`src/rtl/fetch_pkg.sv`:
```
// Shared types and field constants for the accumulator-CPU fetch sequencer.
// Latency: n/a (package only).
// Backpressure: n/a (package only).
package fetch_pkg;

    localparam int WORD_W     = 16;
    localparam int OPCODE_MSB = 15;
    localparam int OPCODE_LSB = 12;
    localparam int OPERAND_W  = 12;

    // One state per register-transfer step of the classic fetch sequence.
    typedef enum logic [2:0] {
        S_MAR  = 3'd0,
        S_READ = 3'd1,
        S_MBR  = 3'd2,
        S_IR   = 3'd3,
        S_HOLD = 3'd4
    } fetch_state_t;

endpackage

```
`src/rtl/fetch_pc_reg.sv`:
```
// Program counter: sync reset to RESET_PC, load (jump) beats increment, wraps at 16'hFFFF.
// Latency: pc_o reflects load/increment one clock after the request.
// Backpressure: none; load_i and inc_i are acted on every cycle they are high.
// Ports: clk, reset (sync, active-high), load_i/load_addr_i (jump target),
//        inc_i (advance by one), pc_o (current PC).
module fetch_pc_reg
    import fetch_pkg::*;
#(
    parameter logic [WORD_W-1:0] RESET_PC = 16'h0000
) (
    input  logic              clk,
    input  logic              reset,
    input  logic              load_i,
    input  logic [WORD_W-1:0] load_addr_i,
    input  logic              inc_i,
    output logic [WORD_W-1:0] pc_o
);

    logic [WORD_W-1:0] pc_q;
    logic [WORD_W-1:0] pc_d;

    always_comb begin
        pc_d = pc_q;
        if (load_i) begin
            pc_d = load_addr_i;
        end else if (inc_i) begin
            pc_d = pc_q + 16'd1;   // unsigned, naturally wraps to zero
        end
    end

    always_ff @(posedge clk) begin
        if (reset) begin
            pc_q <= RESET_PC;
        end else begin
            pc_q <= pc_d;
        end
    end

    assign pc_o = pc_q;

`ifndef SYNTHESIS
    // Simulation-only notice when an increment carries out of the top address.
    always @(posedge clk) begin
        if (!reset && inc_i && !load_i && (pc_q == 16'hFFFF)) begin
            $display("Program Counter overflow");
        end
    end
`endif

endmodule

```
`src/rtl/fetch_unit.sv`:
```
// Instruction-fetch sequencer: MAR<-PC, read, MBR<-M[MAR], IR<-MBR/PC+1, present to execute.
// Latency: instr_valid rises 4 cycles after S_MAR entry; 5 cycles per instruction back-to-back.
// Backpressure: holds the word in S_HOLD until instr_ready; no new fetch is issued meanwhile.
// Ports: clk, reset (sync, active-high); mem_addr/mem_rd_en/mem_rdata to sync memory;
//        instr_valid/instr_ready with instr_word/opcode/operand/pc to execute;
//        redirect/redirect_addr (jump), halt (stall before next fetch).
// Optional: define FETCH_COUNT_EN to add a saturating handshake counter on fetch_count.
module fetch_unit
    import fetch_pkg::*;
#(
    parameter int                ADDR_W   = 14,
    parameter logic [WORD_W-1:0] RESET_PC = 16'h0000
) (
    input  logic                  clk,
    input  logic                  reset,
    output logic [ADDR_W-1:0]     mem_addr,
    output logic                  mem_rd_en,
    input  logic [WORD_W-1:0]     mem_rdata,
    output logic                  instr_valid,
    input  logic                  instr_ready,
    output logic [WORD_W-1:0]     instr_word,
    output logic [3:0]            instr_opcode,
    output logic [OPERAND_W-1:0]  instr_operand,
    output logic [WORD_W-1:0]     instr_pc,
`ifdef FETCH_COUNT_EN
    output logic [15:0]           fetch_count,
`endif
    input  logic                  redirect,
    input  logic [WORD_W-1:0]     redirect_addr,
    input  logic                  halt
);

    fetch_state_t      state_q, state_d;
    logic [WORD_W-1:0] mar_q, mar_d;
    logic [WORD_W-1:0] mbr_q, mbr_d;
    logic [WORD_W-1:0] ir_q, ir_d;
    logic [WORD_W-1:0] ipc_q, ipc_d;
    logic [WORD_W-1:0] pc;
    logic              pc_inc;
    logic              handshake;

    fetch_pc_reg #(
        .RESET_PC    (RESET_PC)
    ) u_pc (
        .clk         (clk),
        .reset       (reset),
        .load_i      (redirect),
        .load_addr_i (redirect_addr),
        .inc_i       (pc_inc),
        .pc_o        (pc)
    );

    always_comb begin
        state_d = state_q;
        mar_d   = mar_q;
        mbr_d   = mbr_q;
        ir_d    = ir_q;
        ipc_d   = ipc_q;
        pc_inc  = 1'b0;
        unique case (state_q)
            S_MAR: begin
                // Halt is only honoured here, so a fetch already underway always finishes.
                if (!halt) begin
                    mar_d   = pc;
                    state_d = S_READ;
                end
            end
            S_READ: state_d = S_MBR;
            S_MBR: begin
                mbr_d   = mem_rdata;
                state_d = S_IR;
            end
            S_IR: begin
                ir_d    = mbr_q;
                ipc_d   = mar_q;
                pc_inc  = 1'b1;
                state_d = S_HOLD;
            end
            S_HOLD: begin
                if (instr_ready) begin
                    state_d = S_MAR;
                end
            end
            default: state_d = S_MAR;
        endcase
        // A jump abandons whatever is in flight; a word only becomes visible via S_HOLD,
        // so restarting at S_MAR is enough to guarantee discarded content never shows.
        if (redirect) begin
            state_d = S_MAR;
        end
    end

    always_ff @(posedge clk) begin
        if (reset) begin
            state_q <= S_MAR;
            mar_q   <= '0;
            mbr_q   <= '0;
            ir_q    <= '0;
            ipc_q   <= '0;
        end else begin
            state_q <= state_d;
            mar_q   <= mar_d;
            mbr_q   <= mbr_d;
            ir_q    <= ir_d;
            ipc_q   <= ipc_d;
        end
    end

    assign mem_addr      = mar_q[ADDR_W-1:0];
    assign mem_rd_en     = (state_q == S_READ);
    assign instr_valid   = (state_q == S_HOLD);
    assign instr_word    = ir_q;
    assign instr_opcode  = ir_q[OPCODE_MSB:OPCODE_LSB];
    assign instr_operand = ir_q[OPERAND_W-1:0];
    assign instr_pc      = ipc_q;
    assign handshake     = instr_valid && instr_ready;

`ifdef FETCH_COUNT_EN
    logic [15:0] cnt_q;

    always_ff @(posedge clk) begin
        if (reset) begin
            cnt_q <= '0;
        end else if (handshake && (cnt_q != 16'hFFFF)) begin
            cnt_q <= cnt_q + 16'd1;
        end
    end

    assign fetch_count = cnt_q;
`else
    logic unused_handshake;
    assign unused_handshake = handshake;
`endif

endmodule

```
`config.mk`:
```
export PLATFORM = sky130hd
export DESIGN_NAME = fetch_unit
export DESIGN_NICKNAME = d
export VERILOG_FILES = /design/src/rtl/fetch_pkg.sv /design/src/rtl/fetch_pc_reg.sv /design/src/rtl/fetch_unit.sv
export SDC_FILE = /design/constraint.sdc
export NUM_CORES = 1
export LEC_CHECK = 0
export BUFFER_PORTS_ARGS = -buffer_cell sky130_fd_sc_hd__buf_4
export CORE_UTILIZATION = 37
export DETAILED_ROUTE_END_ITERATION = 12
export GPL_TIMING_DRIVEN = 0
export PLACE_DENSITY = 0.57
export SYNTH_ARGS = -nofsm -noshare
export SYNTH_HDL_FRONTEND = slang
export SYNTH_SLANG_ARGS = --single-unit
```
`constraint.sdc`:
```
create_clock -name clk -period 2.95 [get_ports clk]
set_clock_uncertainty 0.1 [all_clocks]
set_input_delay 0 -clock clk [delete_from_list [all_inputs] [get_ports clk]]
set_output_delay 0 -clock clk [all_outputs]
set_load 0.01 [all_outputs]
```
* Word-level counts from Yosys, hierarchy flattened *
Index checks and enable logic that the tools add are counted.

storage, ports and cells
  register bits = 83
  output and inout bits = 64

operators by class
  add/sub/neg operators = 1
  equality and inequality tests = 6
  muxes and demuxes = 6
  bitwise logic cells = 1
  reductions and logical operators = 5

operators with widths
  operator                                              number
  two-way mux 16 bit                                    2
  adder 16 x 1 -> 16 bit (second input constant)        1
  case mux 3 bit (5 select lines)                       1
  equality test 3 x 2 -> 1 bit (second input constant)  2
  two-way mux 3 bit                                     2
  AND reduction 2 bit                                   2
  equality test 3 x 1 -> 1 bit (second input constant)  1
  equality test 3 bit (second input constant)           1
  zero test 3 bit                                       1
  != test 2 x 1 -> 1 bit (second input constant)        1
  != test 2 bit (second input constant)                 1
  nonzero test 2 bit                                    1
  OR reduction 2 bit                                    1
  two-way mux 1 bit                                     1
  NOT 1 bit                                             1

* Longest topological paths before layout *
Gate-level depths: netlist of run 1.

  depth after elaboration = 4
  depth in mapped cells = 7
  gate-level depth less buffers = 5

* By module *
Synthesis of run 1 repeated with hierarchy kept, for this count alone.

unflattened totals
  cell total of the unflattened synthesis = 401
  area total of the unflattened synthesis = 3,998.8 um2

by module, submodules not included
  module        times used  cells an instance  area an instance (um2)  seq. area each (um2)
  fetch_unit    1           289                3,014.1                 1,341.3
  fetch_pc_reg  1           112                984.7                   320.3

* Worst setup path after synthesis of run 1 *
Ideal clock, no wire load.

  path kind = flip-flop to flip-flop
  start point = reg state_q[0]
  end point = reg u_pc.pc_q[15], in the netlist u_pc.pc_o[15]
  library setup time = 0.091 ns
  arrival = 1.828 ns
  data required time = 2.759 ns
  slack = 0.931 ns
  stages on the path, launching flop included = 7
  period minus slack after synthesis = 2.019 ns
  cells stage by stage = dfxtp_1 -> buf_2 -> nand3b_4 -> or4_1 -> buf_2 -> or4_1 -> a311oi_1

on the way
  longest elaborated chain between the ends = 3

ends and longest elaborated chain
  what                          line                text
  start: declaration            fetch_unit.sv:33    fetch_state_t state_q, state_d;
  start signal: assignment      fetch_unit.sv:101   state_q <= state_d;
  equality test 3 x 2 -> 1 bit  fetch_unit.sv:60    unique case (state_q)
  two-way mux 1 bit             fetch_unit.sv:60
  nonzero test 2 bit (no line)  --
  end signal: assignment        fetch_pc_reg.sv:35  pc_q <= pc_d;
  end: declaration              fetch_pc_reg.sv:19  logic [WORD_W-1:0] pc_q;

No other way between the ends.
A chain may end at the register's enable or synchronous reset.

* Worst setup path in the final report of run 1 *
  start point = reg u_pc.pc_q[1], in the netlist u_pc.pc_o[1]
  end point = reg u_pc.pc_q[12], in the netlist u_pc.pc_o[12]

on the way
  longest elaborated chain between the ends = 3

ends and longest elaborated chain
  what                    line                text
  adder 16 x 1 -> 16 bit  fetch_pc_reg.sv:27  pc_d = pc_q + 16'd1;
  two-way mux 16 bit      fetch_pc_reg.sv:26  end else if (inc_i) begin
  two-way mux 16 bit      fetch_pc_reg.sv:24  if (load_i) begin

No other way between the ends. The select of a mux whose other input is x is not followed.

==> results of run 1 <==
## how the worst max path moves through the flow
stage                    end  slack (ns)  cells after the start
6_report       u_pc.pc_o[12]        0.64                      5
4_1_cts        u_pc.pc_o[12]        0.63                      5
3_3_place_gp   u_pc.pc_o[12]        0.68                      5
5_1_grt        u_pc.pc_o[12]        0.47                      5
2_1_floorplan  u_pc.pc_o[15]        0.93                      6
3_5_place_dp   u_pc.pc_o[12]        0.65                      5
## through the flow
| step | hold WS (ns) | total power [mW] | std cells |
|---|---|---|---|
| after floorplan | -0.0233 | 1.29 | 429 |
| after global placement | 0.102 | 1.38 | 636 |
| after detailed placement | 0.114 | 1.38 | 636 |
| after CTS | 0.0320 | 2.19 | 687 |
| after global routing | 0.0754 | 2.27 | 687 |
| final | 0.0172 | 2.16 | 687 |
## report_power, final
group          switching (mW)  internal (mW)  total [mW]
clock                   0.430          0.339       0.770
combinational          0.0968          0.112       0.209
sequential             0.0316           1.15        1.18
## layer usage
layer  global-route usage [%]  vias up  wire length, um
li1                         -     1695                -
met1                     25.4     1474             4160
met2                     32.4       88             4100
met3                     3.01       13              427
met4                     6.99        0              149
met5                        0        -                0
## cell usage in the layout (no fill, tap or decap), drive strengths merged
| cell | count |
|---|---|
| xnor2 | 7 |
| nor2b | 1 |
| nand4b | 1 |
| inv | 8 |
| nand3 | 3 |
| and2 | 1 |
| nand2 | 136 |
| nand4 | 5 |
| a211oi | 9 |
| dlygate4sd3 | 35 |
| buf | 134 |
| nor4 | 5 |
| and3b | 1 |
| clkinv | 3 |
| or4 | 3 |
| nor4b | 1 |
| nor3b | 2 |
| xor2 | 3 |
| nor2 | 18 |
| dfxtp | 83 |
| ha | 1 |
| clkbuf | 32 |
| or3 | 5 |
| and4 | 1 |
| nand3b | 1 |
| o31ai | 2 |
| o21ai | 4 |
| nor3 | 2 |
| a21oi | 65 |
| a311oi | 7 |
## worst register-to-register path, delay by kind of cell (launching register included)
kind                     cells  cell delay (ns)
AO/OA/AOI/OAI                1             0.26
adder cells (fa/ha/maj)      1             0.23
flip-flops                   1             0.46
AND/OR/NAND/NOR              3             1.19
## logic make-up after synthesis
group,after synthesis,share of synthesized area [%]
AOI/OAI and AO/OA,87,14.3
xor gates and xnor gates,10,2.57
adders and majority gates,1,0.366
buffers and inverters,62,10.3
DFF,83,48.7
and+or+nand+nor,186,23.7
## registers in the layout, indices dropped and copies added, names as in the netlist
| name | cells |
|---|---|
| mbr_q | 16 |
| mar_q | 16 |
| instr_word | 16 |
| instr_pc | 16 |
| state_q | 3 |
| u_pc.pc_o | 16 |
## area by class of cell
cell class              instances  share of cell area [%]
plain buffers                  57                    6.92
clock buffers                  10                    2.85
clock inverters                 6                   0.985
inverters                       5                   0.389
multi-input cells             284                    29.0
flip-flops and latches         83                    34.4
well taps                     108                    2.80
repair buffers                134                    22.6
## timing repair
| action | CTS | global route |
|---|---|---|
| buffers inserted | 0 | 0 |
| endpoints found under the hold margin | 41 | 0 |
| setup endpoints to repair | 0 | 0 |
| hold buffers | 35 | 0 |
==> results.py, run 1 <==
metrics = {
    "synthesis": {
        "synth_edf_count": 0,
        "seq_area_frac_synth_pct": 48.7,
        "syn_inst": 429,
        "syn_area_per_cell_um2": 7.96,
        "synth.area.top_cells": "dfxtp_1 49%, nand2_1 15%, a21oi_1 9.5%",
        "yosys_most_used_dff": "dfxtp_1",
        "syn_area_um2": 3410,
        "yosysTopAreaCell": "dfxtp_1",
        "synth-async-reset-ratio_pct": 0,
        "ys_top_cells_by_count": "136 x nand2_1, 83 x dfxtp_1, 65 x a21oi_1",
        "yosysMostFrequentCell": "nand2_1",
        "synth_top_area_share_pct": 48.7,
        "synth_cell_type_count": 33,
        "synth_nets": 467,
        "synth_warnings": 0,
        "synth-seq-cells": 83,
    },
    "placement": {
        "place_ws_ns": 0.650,
        "placed_area_um2": 4290,
        "hpwl_um": 6310,
        "port_buffers": 99,
        "routabilityCongestion": 0.872,
    },
    "timing": {
        "relSlewSlack_pct": 27.7,
        "setup_viol": 0,
        "fmax_ghz": 0.432,
        "period_minus_slack_ns": 2.31,
        "worst_pin_slew_ns": 1.07,
        "hold_viol": 0,
        "tns_ns": 0,
        "min_period_over_period_pct": 78.4,
        "rsz0062_at_grt": "false",
        "final_max_slew_viol_count": 0,
        "finalWorstSetupSlack_ns": 0.637,
    },
    "clock_network": {
        "cts_max_level": 3,
        "cts_root_buffer": "clkbuf_8",
        "cts_tree": "built",
        "clk-insertion-delay-late_ns": 0.35,
        "ctsResizeCount": 0,
        "cts_inserted_buffers": 9,
        "clock-sinks": 83,
        "clock_path_buffers": 2,
        "clkTransAtPathRegs_ns": 0.08,
    },
    "critical_path": {
        "timing.rr.end": "u_pc.pc_o[12]",
        "cp.arrival_ns": 2.47,
        "endpoint_kind": "flip-flop",
        "cp_cell_sequence": "ha_1 > nand4b_1 > or3_2 > or3_1 > a311oi_1",
        "worstRegToRegCells": 5,
        "crit_required_ns": 3.11,
        "cp_num_buf_inv": 0,
        "worstSetupStartpointType": "flip-flop",
        "startpoint": "u_pc.pc_o[1]",
        "cpMaxStageDelayCell": "or3_2",
        "crit_fanout": 6,
        "r2r-start": "u_pc.pc_o[1]",
        "worstSetupPathType": "reg2reg",
        "cp_top_family": "simple AND/OR/NAND/NOR gates",
        "r2r_slack_ns": 0.64,
        "max_stage_delay_ns": 0.54,
    },
    "route": {
        "drt_pass1_iterations": 10,
        "drc": 13,
        "vias_per_cell": 4.76,
        "via_count": 3270,
        "ant_nets": 0,
        "drt_iter0_drc": 126,
        "wl_per_cell_um": 12.9,
        "wirelength_um": 8830,
    },
    "global_route": {
        "grt_max_degree": 16,
        "antenna_found_initial": 0,
        "grt_pass1_vias": 3154,
        "track_usage_pct": 19.4,
        "grt_pass1_wl_um": 15000,
        "globalRouteOverflowTotal": 0,
    },
    "finish": {
        "fin_area_um2": 4830,
        "multiInputGateArea_um2": 1400,
        "final_util_pct": 54.6,
        "drive_gt1_share_pct": 26.6,
        "fill_cells": 885,
        "syn_to_final_growth_pct": 41.4,
        "diodes": 0,
        "layout.nets": 612,
        "seqCellArea_um2": 1660,
    },
    "worst_hold_path": {
        "min_path_cells": 2,
        "whs_endpoint": "u_pc.pc_o[15]",
        "hold_class": "in2reg",
        "hp-start": "reset",
    },
    "die": {
        "fp.coreArea_um2": 8850,
        "initial_core_util_pct": 38.6,
        "dieArea_um2": 9620,
        "io_pins": 101,
        "die_x_um": 98.1,
        "rows": 34,
        "die_h_um": 98.1,
    },
    "outcome": {
        "violations": "design-rule violations",
        "outcome": "finished, violations left",
    },
    "job": {
        "max_cap_viol_count": 0,
    },
    "pwr": {
        "power_density_nw_per_um2": 447,
        "ir_worst_vdd_mv": 0.238,
        "leakagePower_nw": 1.97,
    },
}
Power figures use the tool's default switching activity.
==> inputs of run 2 (changes only) <==
- clock period: 2.95 -> 2.4 ns (I/O delays scaled with it)
==> results.py, run 2 (synthesis gave the netlist of run 1 again) <==
metrics = {
    "critical_path": {
        "r2r_slack_ns": 0.19,
        "worstSetupStartpointType": "flip-flop",
        "startpoint": "state_q[0]",
        "timing.rr.end": "u_pc.pc_o[15]",
        "worstRegToRegCells": 6,
        "crit_fanout": 9,
        "crit_required_ns": 2.56,
        "endpoint_kind": "flip-flop",
        "cp.arrival_ns": 2.37,
        "worstSetupPathType": "reg2reg",
        "r2r-start": "state_q[0]",
    },
    "finish": {
        "seqCellArea_um2": 1660,
        "drive_gt1_share_pct": 27.0,
        "layout_commonest_cell": "nand2_1",
        "layout_common_cells": "136 x nand2_1, 132 x buf_4, 83 x dfxtp_1, 65 x a21oi_1, 35 x dlygate4sd3_1",
        "final_util_pct": 54.8,
        "fill_cells": 882,
        "multiInputGateArea_um2": 1410,
        "syn_to_final_growth_pct": 42.0,
        "final_cells": 689,
        "diodes": 0,
        "layout.nets": 614,
    },
    "placement": {
        "hpwl_um": 6310,
        "routabilityCongestion": 0.872,
        "dp_cells": 636,
        "port_buffers": 99,
    },
    "timing": {
        "fmax_ghz": 0.452,
        "rsz0062_at_grt": "false",
        "tns_ns": 0,
        "min_period_over_period_pct": 92.1,
        "period_minus_slack_ns": 2.21,
        "relSlewSlack_pct": 54.0,
        "worst_pin_slew_ns": 0.684,
        "final_max_slew_viol_count": 0,
        "hold_viol": 0,
        "setup_viol": 0,
    },
    "route": {
        "drt_pass1_iterations": 10,
        "via_count": 3279,
        "wirelength_um": 8830,
        "drc": 13,
        "vias_per_cell": 4.76,
        "ant_nets": 0,
        "wl_per_cell_um": 12.8,
        "drt_iter0_drc": 120,
    },
    "worst_hold_path": {
        "min_path_cells": 2,
        "hold_class": "in2reg",
        "whs_endpoint": "u_pc.pc_o[15]",
        "hp-start": "reset",
    },
    "clock_network": {
        "clkTransAtPathRegs_ns": 0.08,
        "clock-sinks": 83,
        "cts_max_level": 3,
        "cts_tree": "built",
        "cts_root_buffer": "clkbuf_8",
        "clock_path_buffers": 2,
        "cts_inserted_buffers": 9,
        "clk-insertion-delay-late_ns": 0.35,
    },
    "die": {
        "io_pins": 101,
        "die_h_um": 98.1,
        "rows": 34,
        "initial_core_util_pct": 38.6,
        "die_x_um": 98.1,
        "fp.coreArea_um2": 8850,
        "dieArea_um2": 9620,
    },
    "outcome": {
        "outcome": "finished, violations left",
        "violations": "design-rule violations",
    },
    "global_route": {
        "grt_pass1_wl_um": 15000,
        "grt_max_degree": 16,
        "grt_pass1_vias": 3154,
        "antenna_found_initial": 0,
        "track_usage_pct": 19.4,
        "globalRouteOverflowTotal": 0,
    },
    "job": {
        "max_cap_viol_count": 0,
    },
    "pwr": {
        "power_mw": 2.65,
        "leakagePower_nw": 1.98,
        "power_density_nw_per_um2": 547,
        "ir_worst_vdd_mv": 0.292,
    },
}
-- run 2: through the flow --
stage	setup WS (ns)	cell area, um^2	hold WS (ns)
finish	0.189	4850	0.0199
global placement	0.126	4290	0.102
detailed placement	0.100	4290	0.114
global route	0.0449	4850	0.0754
CTS	0.0766	4830	0.0320
floorplan	0.381	3410	-0.0233
-- run 2: how the worst max path moves through the flow --
stage                     to  slack [ns]  depth (start not counted)
2_1_floorplan  u_pc.pc_o[15]        0.38                          6
3_3_place_gp   u_pc.pc_o[12]        0.13                          5
3_5_place_dp   u_pc.pc_o[12]        0.10                          5
4_1_cts        u_pc.pc_o[12]        0.08                          5
5_1_grt        u_pc.pc_o[15]        0.04                          6
6_report       u_pc.pc_o[15]        0.19                          6
-- run 2: layout make-up --
| class | instances | share of cell area [%] |
|---|---|---|
| plain buffers | 57 | 6.89 |
| clock buffers | 10 | 2.84 |
| clock inverters | 6 | 0.980 |
| inverters | 5 | 0.387 |
| multi-input cells | 284 | 29.0 |
| flip-flops and latches | 83 | 34.3 |
| well taps | 108 | 2.79 |
| repair buffers | 136 | 22.9 |
-- run 2: worst max-delay path, cell delays in order, from the launching register on --
cell      delay [ns]
dfxtp_1         0.31
buf_2           0.20
nand3b_4        0.16
or4_1           0.51
buf_2           0.18
or4_1           0.41
a311oi_1        0.25
-- run 2: layer usage --
layer / global-route usage, % / wire length [um] / vias to the layer above
met4: 6.99 / 149 / 0
met5: 0 / 0 / -
met2: 32.4 / 4080 / 91
met3: 3.01 / 427 / 13
met1: 25.4 / 4180 / 1476
li1: - / - / 1699
-- run 2: where the power goes --
part,internal (mW),switching [mW]
clock,0.417,0.528
combinational,0.138,0.119
sequential,1.41,0.0384
total,1.97,0.685
-- run 2: what timing repair did --
action,CTS,global route
hold endpoints to repair,41,0
gates resized for setup,0,1
hold buffers,35,0
setup buffers,0,2
endpoints found under the setup margin,0,9
==> inputs of run 3 (changes only) <==
- REMOVE_ABC_BUFFERS: default -> 1
==> results.py, run 3 (synthesis gave the netlist of run 1 again) <==
metrics = {
    "clock_network": {
        "clock_path_buffers": 2,
        "clock-sinks": 83,
        "clk-insertion-delay-late_ns": 0.35,
        "cts_tree": "built",
        "cts_max_level": 3,
        "clkTransAtPathRegs_ns": 0.08,
        "cts_inserted_buffers": 9,
        "cts_root_buffer": "clkbuf_8",
    },
    "finish": {
        "fin_area_um2": 4560,
        "diodes": 0,
        "layout_commonest_cell": "nand2_1",
        "final_util_pct": 51.5,
        "drive_gt1_share_pct": 24.8,
        "multiInputGateArea_um2": 1420,
        "layout.nets": 563,
        "layout_common_cells": "136 x nand2_1, 106 x buf_4, 81 x dfxtp_1, 65 x a21oi_1, 35 x dlygate4sd3_1",
        "seqCellArea_um2": 1660,
        "syn_to_final_growth_pct": 33.4,
        "fill_cells": 867,
    },
    "global_route": {
        "globalRouteOverflowTotal": 0,
        "track_usage_pct": 17.7,
        "grt_max_degree": 84,
        "grt_pass1_wl_um": 13500,
        "antenna_found_initial": 0,
        "grt_pass1_vias": 2768,
    },
    "die": {
        "fp.coreArea_um2": 8850,
        "dieArea_um2": 9620,
        "rows": 34,
        "initial_core_util_pct": 38.6,
        "io_pins": 101,
        "die_h_um": 98.1,
        "die_x_um": 98.1,
    },
    "placement": {
        "port_buffers": 100,
        "hpwl_um": 4980,
        "routabilityCongestion": 0.800,
        "placed_area_um2": 3980,
    },
    "worst_hold_path": {
        "hold_class": "in2reg",
    },
    "pwr": {
        "p_clk_share_pct": 34.9,
        "internal-power_mw": 1.94,
        "p_comb_share_pct": 8.9,
        "ir_worst_vdd_mv": 0.245,
        "p_switching_uw": 653,
        "power_density_nw_per_um2": 568,
        "leakagePower_nw": 1.77,
        "pwr-share-seq_pct": 56.2,
        "p_sw_share_pct": 25.2,
    },
    "timing": {
        "min_period_over_period_pct": 93.4,
        "fmax_ghz": 0.446,
        "period_minus_slack_ns": 2.24,
        "rsz0062_at_grt": "false",
        "tns_ns": 0,
        "final_max_slew_viol_count": 0,
        "worst_pin_slew_ns": 0.906,
        "hold_viol": 0,
        "setup_viol": 0,
        "relSlewSlack_pct": 39.6,
    },
    "route": {
        "wirelength_um": 8570,
        "drc": 12,
        "wl_per_cell_um": 13.5,
        "vias_per_cell": 4.92,
        "via_count": 3131,
        "drt_iter0_drc": 121,
        "drt_pass1_iterations": 9,
        "ant_nets": 0,
    },
    "critical_path": {
        "endpoint_kind": "flip-flop",
        "cp.arrival_ns": 2.40,
        "worstSetupStartpointType": "flip-flop",
        "crit_required_ns": 2.55,
        "crit_fanout": 6,
        "worstSetupPathType": "reg2reg",
    },
    "job": {
        "max_cap_viol_count": 0,
    },
    "outcome": {
        "outcome": "finished, violations left",
        "violations": "design-rule violations",
    },
}
run 3: worst max-delay path: stages (launching register included):
cell      delay (ns)
dfxtp_1         0.45
ha_1            0.26
nand4b_1        0.23
or3_2           0.51
or3_1           0.36
a311oi_1        0.24
run 3: cell type report:
cell class | count | area share, %
flip-flops and latches | 83 | 36.5
multi-input cells | 285 | 31.2
repair buffers | 141 | 25.2
clock buffers | 11 | 3.10
well taps | 108 | 2.97
clock inverters | 4 | 0.604
inverters | 5 | 0.412
run 3: worst paths after layout:
check / from / endpoint / slack, ns / depth (start not counted)
worst max register to register: u_pc.pc_o[0] / u_pc.pc_o[14] / 0.16 / 5
worst min register to register: mbr_q[14] / instr_word[14] / 0.35 / 2
worst max-delay path: u_pc.pc_o[0] / u_pc.pc_o[14] / 0.16 / 5
worst min-delay path: reset / instr_pc[4] / 0.14 / 2
run 3: routing by layer:
metal	global-route usage (%)	share of wire, %	vias up
li1	-	-	1593
met1	23.1	48	1437
met2	28.9	46	92
met3	3.29	5.1	9
met4	6.64	1.1	0
met5	0	0	-
run 3: stage by stage:
step                      worst slack [ns]  total power, mW  instances  hold WS (ns)
after floorplan                      0.121             1.55        372       -0.0309
after global placement              -0.458             1.67        580         0.106
after detailed placement            -0.370             1.67        581         0.106
after CTS                           0.0256             2.62        632         0.164
after global routing                0.0216             2.70        637         0.177
final                                0.157             2.59        637         0.143
run 3: repair_timing:
item,CTS,global route
resized for setup,3,0
hold buffers,35,0
endpoints found under the setup margin,4,4
buffers inserted,0,5
hold endpoints to repair,40,0
gates cloned,1,0
run 3: power by group through the flow:
stage | sequential (mW) | combinational, mW | clock (mW)
2_1_floorplan | 1.48 | 0.0735 | 0
3_3_place_gp | 1.48 | 0.183 | 0
3_5_place_dp | 1.48 | 0.187 | 0
4_1_cts | 1.45 | 0.233 | 0.930
5_1_grt | 1.46 | 0.255 | 0.989
6_report | 1.45 | 0.231 | 0.903
